--- src/rtl/sequence_detector_prog.sv ---
// Runtime-programmable Moore serial sequence detector with overlap mode,
// qualified sampling and a saturating match counter.
module sequence_detector_prog #(
    parameter int unsigned          MAX_LEN       = 8,
    parameter logic [MAX_LEN-1:0]   RESET_PATTERN = MAX_LEN'(8'b0000_1011),
    parameter int unsigned          RESET_LEN     = 4,
    parameter bit                   OVERLAP       = 1'b1,
    parameter int unsigned          COUNT_W       = 8,
    localparam int unsigned         LEN_W         = $clog2(MAX_LEN + 1)
) (
    input  logic               clock,
    input  logic               reset,
    input  logic               enable,
    input  logic               sequence_in,
    input  logic               pattern_load,
    input  logic [MAX_LEN-1:0] pattern_in,
    input  logic [LEN_W-1:0]   len_in,
    input  logic               count_clear,
    output logic               detector_out,
    output logic [COUNT_W-1:0] match_count,
    output logic               fill_done
);

    typedef enum logic [1:0] {
        IDLE   = 2'd0,
        SEARCH = 2'd1,
        DETECT = 2'd2
    } state_t;

    localparam logic [LEN_W-1:0]   MAX_LEN_L = LEN_W'(MAX_LEN);
    localparam logic [COUNT_W-1:0] COUNT_MAX = '1;

    state_t               state_q, state_d;
    logic [MAX_LEN-1:0]   pattern_q, pattern_d;
    logic [LEN_W-1:0]     len_q, len_d;
    logic [MAX_LEN-1:0]   hist_q, hist_d;
    logic [LEN_W-1:0]     fill_q, fill_d;
    logic [COUNT_W-1:0]   count_q, count_d;
    logic                 det_q, det_d;
    logic                 fill_done_q, fill_done_d;

    logic [MAX_LEN-1:0]   hist_shift;
    logic [MAX_LEN-1:0]   len_mask;
    logic [LEN_W-1:0]     fill_inc;
    logic [LEN_W-1:0]     load_len;
    logic                 accept;
    logic                 match;

    // Next-state, history, counter and output-register logic.
    always_comb begin
        state_d     = state_q;
        pattern_d   = pattern_q;
        len_d       = len_q;
        hist_d      = hist_q;
        fill_d      = fill_q;
        count_d     = count_q;
        det_d       = det_q;
        fill_done_d = fill_done_q;

        hist_shift = {hist_q[MAX_LEN-2:0], sequence_in};
        fill_inc   = (fill_q == MAX_LEN_L) ? fill_q : fill_q + LEN_W'(1);
        for (int i = 0; i < int'(MAX_LEN); i++) begin
            len_mask[i] = (i < int'(len_q));
        end
        match    = (fill_inc >= len_q) && (((hist_shift ^ pattern_q) & len_mask) == '0);
        accept   = enable & ~pattern_load;
        load_len = ((len_in == '0) || (len_in > MAX_LEN_L)) ? MAX_LEN_L : len_in;

        // A load restarts the search with the new pattern; the sampled bit is dropped.
        if (pattern_load) begin
            pattern_d = pattern_in;
            len_d     = load_len;
            hist_d    = '0;
            fill_d    = '0;
            state_d   = IDLE;
        end else if (enable) begin
            if (match) begin
                state_d = DETECT;
                if (OVERLAP) begin
                    hist_d = hist_shift;
                    fill_d = fill_inc;
                end else begin
                    hist_d = '0;
                    fill_d = '0;
                end
            end else begin
                state_d = (fill_inc >= len_q) ? SEARCH : IDLE;
                hist_d  = hist_shift;
                fill_d  = fill_inc;
            end
        end

        // Clear wins over a simultaneous match; counter never wraps.
        if (count_clear) begin
            count_d = '0;
        end else if (accept && match && (count_q != COUNT_MAX)) begin
            count_d = count_q + COUNT_W'(1);
        end

        det_d       = (state_d == DETECT);
        fill_done_d = (fill_d >= len_d);
    end

    // State and datapath registers with synchronous active-low reset.
    always_ff @(posedge clock) begin
        if (!reset) begin
            state_q     <= IDLE;
            pattern_q   <= RESET_PATTERN;
            len_q       <= LEN_W'(RESET_LEN);
            hist_q      <= '0;
            fill_q      <= '0;
            count_q     <= '0;
            det_q       <= 1'b0;
            fill_done_q <= 1'b0;
        end else begin
            state_q     <= state_d;
            pattern_q   <= pattern_d;
            len_q       <= len_d;
            hist_q      <= hist_d;
            fill_q      <= fill_d;
            count_q     <= count_d;
            det_q       <= det_d;
            fill_done_q <= fill_done_d;
        end
    end

    assign detector_out = det_q;
    assign match_count  = count_q;
    assign fill_done    = fill_done_q;

endmodule

--- config.mk ---
export PLATFORM = sky130hd
export DESIGN_NAME = sequence_detector_prog
export DESIGN_NICKNAME = d
export VERILOG_FILES = /design/src/rtl/sequence_detector_prog.sv
export SDC_FILE = /design/constraint.sdc
export NUM_CORES = 1
export LEC_CHECK = 0
export BUFFER_PORTS_ARGS = -buffer_cell sky130_fd_sc_hd__buf_2
export CAP_MARGIN = 20
export CORE_MARGIN = 2
export CORE_UTILIZATION = 30
export DETAILED_ROUTE_END_ITERATION = 8
export PLACE_DENSITY_LB_ADDON = 0.12
export SYNTH_ARGS = -nofsm -noshare
export SYNTH_HDL_FRONTEND = slang
export SYNTH_SLANG_ARGS = --single-unit
export TNS_END_PERCENT = 30
--- constraint.sdc ---
create_clock -name clock -period 2.9 [get_ports clock]
set_input_delay 0.145 -clock clock [delete_from_list [all_inputs] [get_ports clock]]
set_output_delay 0.145 -clock clock [all_outputs]
set_load 0.01 [all_outputs]
Word-level counts from Yosys, hierarchy flattened
Cells that the tools add are included.
Widths: inputs -> output; s select.
{ "totals": {"latch_bits": 0, "ff_bits": 35, "ramBits": 0, "mem_bits_ro": 0, "memories": 0, "output_inout_bits": 10, "in_bits": 18} }
{ "op_classes": {"n_mux": 9, "multipliers": 0, "n_reduce_logical": 8, "n_div": 0, "bitwise_logic": 5, "shift": 0, "n_eq_ne": 3, "order_cmp": 11, "addsub": 2} }
{ "ops": {"columns": ["op", "count"], "rows": [
  ["$mux 4", 5],
  ["$lt 3x4->1 const A", 4],
  ["$add 8x1->8 const B", 1],
  ["$and 8x8->8", 1],
  ["$ge 4x4->1", 2],
  ["$logic_not 8->1", 1],
  ["$lt 1x4->1 const A", 2],
  ["$lt 2x4->1 const A", 2],
  ["$ne 8x8->1 const B", 1],
  ["$xor 8x8->8", 1],
  ["$mux 2", 3],
  ["$add 4x1->4 const B", 1],
  ["$eq 4x4->1 const B", 1],
  ["$gt 4x4->1 const B", 1],
  ["$logic_not 4->1", 1],
  ["$reduce_or 2->1", 2],
  ["$logic_and 1x1->1", 3],
  ["$eq 2x2->1 const B", 1],
  ["$not 1->1", 2],
  ["$and 1x1->1", 1],
  ["$logic_or 1x1->1", 1],
  ["$mux 1", 1]
]} }

Logic depth before layout (Yosys ltp)
Gate-level depths: netlist of the first run.
{ "logic_depth": {"word_depth": 8, "depth_mapped": 12} }

Worst setup path before layout of the first run
OpenSTA, ideal clock, no wires.
{ "synth_timing": {"path_kind": "reg2reg", "startpoint": "reg fill_q[0]", "endpoint": "reg det_q (netlist: detector_out)", "t_required_ns": 2.784, "synth_period_minus_slack_ns": 2.280, "stages_incl_launch_ff": 12, "setup_ns": 0.116, "arrival_time_ns": 2.163, "setup_slack_ns": 0.620, "n_path_buf": 0, "path_cell_list": "dfxtp_1 -> inv_1 -> ha_1 -> nand2_1 -> nor2_1 -> xnor2_1 -> ha_1 -> nand2b_1 -> a2111o_1 -> nand2_1 -> nor3_1 -> o211a_1"} }
{ "synth_between": {"elab_chain_len": 8} }
{ "synth_lines": {"columns": ["element", "line", "rtl"], "rows": [
  ["start, declared", "37", "logic [LEN_W-1:0] fill_q, fill_d;"],
  ["start signal, assigned", "120", "fill_q <= fill_d;"],
  ["$add 4x1->4 / $eq 4x4->1 (equally long branches)", "61", "fill_inc = (fill_q == MAX_LEN_L) ? fill_q : fill_q + LEN_W'(1);"],
  ["$mux 4 (*)", "61", null],
  ["$ge 4x4->1 (*)", "65, 87", null],
  ["$mux 1 / $logic_and 1x1->1 (equally long branches)", "87, 65", null],
  ["$mux 2 (*)", "77", "if (match) begin"],
  ["$mux 2 (*)", "76", "end else if (enable) begin"],
  ["$mux 2 (*)", "70", "if (pattern_load) begin"],
  ["$eq 2x2->1 (*)", "100", "det_d = (state_d == DETECT);"],
  ["end signal, assigned", "122", "det_q <= det_d;"],
  ["end, declared", "39", "logic det_q, det_d;"]
]} }
Every way passes the cells marked *; elsewhere a longest branch is shown, timed or not.
A chain may end at the register's enable or synchronous reset.

Worst setup path after layout of the first run
{ "layout_timing": {"startpoint": "reg fill_q[0]", "endpoint": "reg count_q[0] (netlist: match_count[0])"} }
{ "layout_between": {"elab_chain_len": 6} }
{ "layout_lines": {"columns": ["element", "line", "rtl"], "rows": [
  ["$add 4x1->4 / $eq 4x4->1 (equally long branches)", "61", null],
  ["$mux 4 (*)", "61", null],
  ["$ge 4x4->1 (*)", "65", "match = (fill_inc >= len_q) && (((hist_shift ^ pattern_q) & len_mask) == '0);"],
  ["$logic_and 1x1->1 (*)", "65", null],
  ["$logic_and 1x1->1 (*) (2 in series)", "96", "end else if (accept && match && (count_q != COUNT_MAX)) begin"],
  ["end signal, assigned", "121", "count_q <= count_d;"],
  ["end, declared", "38", "logic [COUNT_W-1:0] count_q, count_d;"]
]} }
Marks and branches as above.

==> metrics.md, run 1 <==
| Metric | Value |
|---|---|
| Worst path slowest cell | or4_1 |
| Root buffer cell | clkbuf_8 |
| Post-synthesis compound-gate area fraction | 11.9% |
| CP Capture Type | register |
| Status | complete, no violations |
| Synth top area share | 37.0% |
| Vias in the first global route | 1,543 |
| FMAX | 398 MHz |
| Hold Buf Count CTS | 0 |
| Via/cell ratio | 4.85 |
| Clock skew | 6.22 ps |
| CTS Buffer Depth | 2 |
| Final #Nets | 269 |
| Syn-to-layout area delta | 16.3% |
| RD Place Congestion | 0.790 |
| Final WL | 4190 um |
| Diode count | 0 |
| Synth cell types | 44 |
| TritonCTS clock tree | yes |
| GR peak layer | met2 |
| Number of cells produced by synthesis | 212 |
| PwrDens | 464 nW/um^2 |
| DP Area | 2100 sq um |
| Slew HR | 56.9% |
| Synth Flop Type | dfxtp_1 |
| Iteration-0 DRC Markers | 44 |
| Syn_nets | 241 |
| All-Layer GR Usage | 13.0% |
| Drt first pass iters | 4 |
| Core ar. | 6030 sq um |
| Startpoint of the worst setup timing path | fill_q[0]$_SDFF_PN0_ |
| Clock Sinks | 35 |
| RSZ-0062 raised after global routing | no |
| Final instance area | 2200 sq um |
| Row cnt | 28 |
| Detail Route Antenna Nets | 0 |
| Avg Cell Area, Syn | 8.93 sq um |
| Vias post-DR | 1,533 |
| H-tree depth | 2 |
| Number of synthesized flops with an enable pin | 0 |
| Largest fanout on the critical path | 6 |
| Placed Cells | 308 |
| Full die area | 6960 sq um |
| Global Route met2 Usage | 20.4% |
| Final min period | 2510 ps |
| Sequential cell area fraction in the yosys report | 37.0% |
| Die X | 83.4 um |
| Reg2reg start | fill_q[0]$_SDFF_PN0_ |
| GR Util met3 | 3.28% |
| Buf+Inv Stages, Crit Path | 1 |
| Area leader, netlist | dfxtp_1 |
| Top post-synthesis cells by area | dfxtp_1 (37%), mux2i_1 (11%), ha_1 (7.3%), nor2_1 (4.8%), nand2_1 (4.0%) |
| CP arrival | 2730 ps |
| Reg2reg setup slack | 390 ps |
| Worst path cell trace | inv_1, ha_1, nand2_1, nand2_1, mux2i_1, ha_1, nor3_1, nor4_2, nand3_1, or4_1, a21boi_1 |
| DP Wirelength | 3150 um |
| # port buffers | 27 |
| Critical path data required time | 3120 ps |
| Starting Density | 31.4% |
| Delay of the slowest cell on the worst path | 460 ps |
| Leakage power | 0.941 nW |
| Hold_sp | pattern_in[1] |
| Crit path depth | 11 |
| Synth Area in XOR/XNOR | 5.09% |
| Final period utilization | 86.6% |
| Share of cells above drive strength 1 | 17.4% |
| Largest family of logic cells by synthesized area | simple AND/OR/NAND/NOR gates |
| Non-Filler Instances | 316 |
| Synth warn | 0 |
| Post-synthesis register bit count | 35 |
| Grt ovf | 0 |
| Adder-cell area share of the yosys netlist | 7.27% |
| Num CTS Buffers | 5 |
| Setup violators final | 0 |
| Initial antenna violation count | 0 |
| Worst Tran Pin Value | 645 ps |
| Worst Setup Start Kind | register |
| Cell Area, Synth | 1890 sq um |
| DR WL/cell | 13.3 um |
| Most common cell in the netlist | dfxtp_1 |
| Simple-Gate Fraction of Synth Area | 24.0% |
| CP top delay family | simple AND/OR/NAND/NOR gates |
| Clk_lat worst skew | 280 ps |
| Met1 usage | 17.4% |
| Synth cell count leaders | dfxtp_1 (35), nor2_1 (24), mux2i_1 (21) |
| Crit path kind | reg -> reg |
| Drt drc | 0 |
| Max_cap viols | 0 |
| Largest net degree at the start of global routing | 15 |
| Ys async rst share | 0% |
| Setup TNS | 0 ps |
| Hold Path Class | in -> reg |
| First-pass GRT wire length | 7370 um |
| R2R depth | 11 |
| Chip height | 83.4 um |
| Post-CTS Setup Bufs | 0 |
| CTS clock-pin slew for the worst setup and hold paths | 70 ps |
| Post-CTS resize count | 0 |
| Mux contribution to synthesized area | 11.1% |
| Final hold violations | 0 |
| Max-slew violations | 0 |
| Ports | 28 |
| Max VDD drop | 0.199 mV |
| Hold path depth | 3 |
==> state kept, by name, indices dropped and copies added, names as in the netlist <==
register	flops
detector_out	1
hist_q	7
match_count	8
len_q	4
pattern_q	8
fill_done	1
state_q	2
fill_q	4
==> logic make-up after synthesis <==
logic type,after synthesis
buffers and inverters,17
adder cells (fa/ha/maj),11
flip-flops,35
AND/OR/NAND/NOR,86
XOR/XNOR,11
AO/OA/AOI/OAI,31
multiplexers,21
==> power breakdown <==
group / internal (mW) / switching (mW) / total (mW)
clock network: 0.217 / 0.170 / 0.387
logic: 0.0527 / 0.0743 / 0.127
registers: 0.494 / 0.0127 / 0.507
==> cells in the final DEF, fill, tap and decap left out, drive strengths merged, types with 4 or more instances in the layout <==
master and n:
a21oi 5, and2 5, buf 29, clkbuf 8, dfxtp 35, ha 11
inv 9, mux2i 21, nand2 20, nand2b 5, nand3 7, nor2 24
nor3 7, nor4 4, o21ai 4, xnor2 7, xor2 4
==> area by class of cell <==
cell class / count / area [sq um]
clock buffer: 8 / 100
inverter: 9 / 33.8
timing repair buffer: 29 / 150
sequential: 35 / 701
multi-input combinational: 160 / 1120
tap: 75 / 93.8
fill: 648 / 3820
==> routing by layer <==
| layer | vias to the layer above | part of all wire, % | routed length (um) |
|---|---|---|---|
| met5 | - | 0 | 0 |
| met4 | 0 | 0.98 | 41 |
| met3 | 4 | 2.4 | 99 |
| met2 | 14 | 47 | 1960 |
| met1 | 709 | 50 | 2090 |
| li1 | 806 | - | - |
==> tightest hold or removal path: cells and delay by family <==
| kind | cells | cell delay, ps |
|---|---|---|
| buffers and inverters | 1 | 80 |
| AND/OR/NAND/NOR | 1 | 60 |
| multiplexers | 1 | 50 |
==> through the flow <==
| step | power, mW | setup slack (ps) | utilization [%] | hold slack, ps |
|---|---|---|---|---|
| floorplan | 0.607 | 620 | - | 274 |
| global placement | 0.645 | 475 | 34.9 | 360 |
| detailed placement | 0.646 | 413 | 34.9 | 362 |
| CTS | 1.04 | 421 | 36.5 | 66.0 |
| global route | 1.08 | 78.9 | 36.5 | 76.0 |
| finish | 1.02 | 390 | 36.5 | 77.6 |
==> final timing paths <==
path,endpoint
setup / recovery,match_count[0]$_SDFFE_PP0P_
hold / removal,pattern_q[1]$_SDFFE_PN1P_
setup reg to reg,match_count[0]$_SDFFE_PP0P_
hold reg to reg,pattern_q[1]$_SDFFE_PN1P_
(Power assumes the default switching activity.)
==> inputs of run 2 (changes only) <==
Settings changed: GPL_TIMING_DRIVEN set to 0.
==> metrics.md, run 2 (same netlist as run 1, synthesis figures left out) <==
| Metric | Value |
|---|---|
| CTS clock-pin slew for the worst setup and hold paths | 70 ps (about the same) |
| Post-CTS Setup Bufs | 0 (unchanged) |
| Final instance area | 2210 sq um (was 2200 sq um) |
| Max_cap viols | 0 (unchanged) |
| Core ar. | 6030 sq um (unchanged) |
| Starting Density | 31.4% (unchanged) |
| Clock skew | 5.15 ps (was 6.22 ps) |
| Initial antenna violation count | 0 (unchanged) |
| RD Place Congestion | 0.761 (was 0.790) |
| CP Capture Type | register (unchanged) |
| # port buffers | 25 (was 27) |
| FMAX | 373 MHz (was 398 MHz) |
| Vias in the first global route | 1,552 (was 1,543) |
| Largest fanout on the critical path | 6 (unchanged) |
| Crit path kind | reg -> reg (unchanged) |
| Commonest cells after routing, fill and taps aside | dfxtp_1 (35), buf_2 (26), nor2_1 (24), mux2i_1 (21), nand2_1 (20) (was dfxtp_1 (35), buf_2 (27), nor2_1 (24), mux2i_1 (21), nand2_1 (20)) |
| Hold path depth | 3 (unchanged) |
| Setup TNS | 0 ps (unchanged) |
| Max-slew violations | 0 (unchanged) |
| Setup violators final | 0 (unchanged) |
| Num CTS Buffers | 5 (unchanged) |
| Clk_lat worst skew | 290 ps (was 280 ps) |
| Final WL | 4330 um (was 4190 um) |
| Final period utilization | 92.4% (was 86.6%) |
| Final min period | 2680 ps (was 2510 ps) |
| Syn-to-layout area delta | 16.9% (was 16.3%) |
| Slew HR | 51.5% (was 56.9%) |
| Final hold violations | 0 (unchanged) |
| RSZ-0062 raised after global routing | no (unchanged) |
| DR WL/cell | 13.5 um (was 13.3 um) |
| Worst Tran Pin Value | 727 ps (was 645 ps) |
| Iteration-0 DRC Markers | 65 (was 44) |
| Chip height | 83.4 um (unchanged) |
| Row cnt | 28 (unchanged) |
| Grt ovf | 0 (unchanged) |
| First-pass GRT wire length | 7450 um (was 7370 um) |
| Design Power | 1.03 mW (was 1.02 mW) |
| DP Area | 2110 sq um (was 2100 sq um) |
| Clock Sinks | 35 (unchanged) |
| Diode count | 0 (unchanged) |
| Critical path data required time | 3120 ps (about the same) |
| Vias post-DR | 1,534 (was 1,533) |
| R2R depth | 11 (unchanged) |
| Final #Nets | 273 (was 269) |
| PwrDens | 467 nW/um^2 (was 464 nW/um^2) |
| Final core utilization | 36.7% (was 36.5%) |
| Commonest non-fill, non-tap cell in the layout | dfxtp_1 (unchanged) |
| CP arrival | 2900 ps (was 2730 ps) |
| Detail Route Antenna Nets | 0 (unchanged) |
| Post-CTS resize count | 0 (unchanged) |
| Leakage power | 0.939 nW (was 0.941 nW) |
| CTS Buffer Depth | 2 (unchanged) |
| DP Wirelength | 3200 um (was 3150 um) |
| Full die area | 6960 sq um (unchanged) |
| Hold Path Class | in -> reg (unchanged) |
| Status | complete, no violations (unchanged) |
| Drt first pass iters | 4 (unchanged) |
| TritonCTS clock tree | yes (unchanged) |
| Worst Setup Start Kind | register (unchanged) |
| Drt drc | 0 (unchanged) |
| Via/cell ratio | 4.79 (was 4.85) |
| Largest net degree at the start of global routing | 11 (was 15) |
| Reg2reg setup slack | 220 ps (was 390 ps) |
| Max VDD drop | 0.230 mV (was 0.199 mV) |
| Root buffer cell | clkbuf_8 (unchanged) |
| All-Layer GR Usage | 13.2% (was 13.0%) |
| Share of cells above drive strength 1 | 16.3% (was 17.4%) |
| Hold Buf Count CTS | 0 (unchanged) |
| Die X | 83.4 um (unchanged) |
| Ports | 28 (unchanged) |
| H-tree depth | 2 (unchanged) |
## run 2: worst max-delay path: stages (launching register included)
cell and delay, ps:
dfxtp_1 420, inv_1 100, ha_1 200, nand2_1 100, nand2_1 60, mux2i_1 220, ha_1 230, nor3_1 60
nor4_2 290, nand3_1 310, or4_1 480, a21boi_1 140
## run 2: through the flow
stage / hold WS (ps) / setup WS, ps / std cells
2_1_floorplan: 274 / 620 / 212
3_3_place_gp: 361 / 239 / 312
3_5_place_dp: 364 / 274 / 312
4_1_cts: 65.2 / 255 / 320
5_1_grt: 69.0 / 36.0 / 320
6_report: 69.8 / 219 / 320
## run 2: cell type report
type                    instances  area (sq um)
flip-flops and latches         35           701
repair buffers                 25           125
inverters                       9          33.8
plain buffers                   8          35.0
fillers                       643          3810
multi-input cells             160          1120
clock buffers                   8           100
well taps                      75          93.8
## run 2: routing by layer
layer	share of wire [%]	track usage (%)	wire length, um	vias to the layer above
met5	0	0	0	-
met4	1.4	3.96	59	0
met3	2.8	3.28	120	6
met2	43	20.0	1870	19
met1	53	18.4	2290	693
li1	-	-	-	816
## run 2: path summary, 6_finish.rpt
check	start	to
hold reg to reg	pattern_q[0]$_SDFFE_PN1P_	pattern_q[0]$_SDFFE_PN1P_
setup / recovery	fill_q[0]$_SDFF_PN0_	match_count[0]$_SDFFE_PP0P_
hold / removal	pattern_in[3]	pattern_q[3]$_SDFFE_PN1P_
setup reg to reg	fill_q[0]$_SDFF_PN0_	match_count[0]$_SDFFE_PP0P_
## run 2: where the power goes
part / internal, mW / total [mW] / switching (mW)
clock network: 0.217 / 0.395 / 0.178
registers: 0.494 / 0.506 / 0.0126
logic: 0.0537 / 0.131 / 0.0770
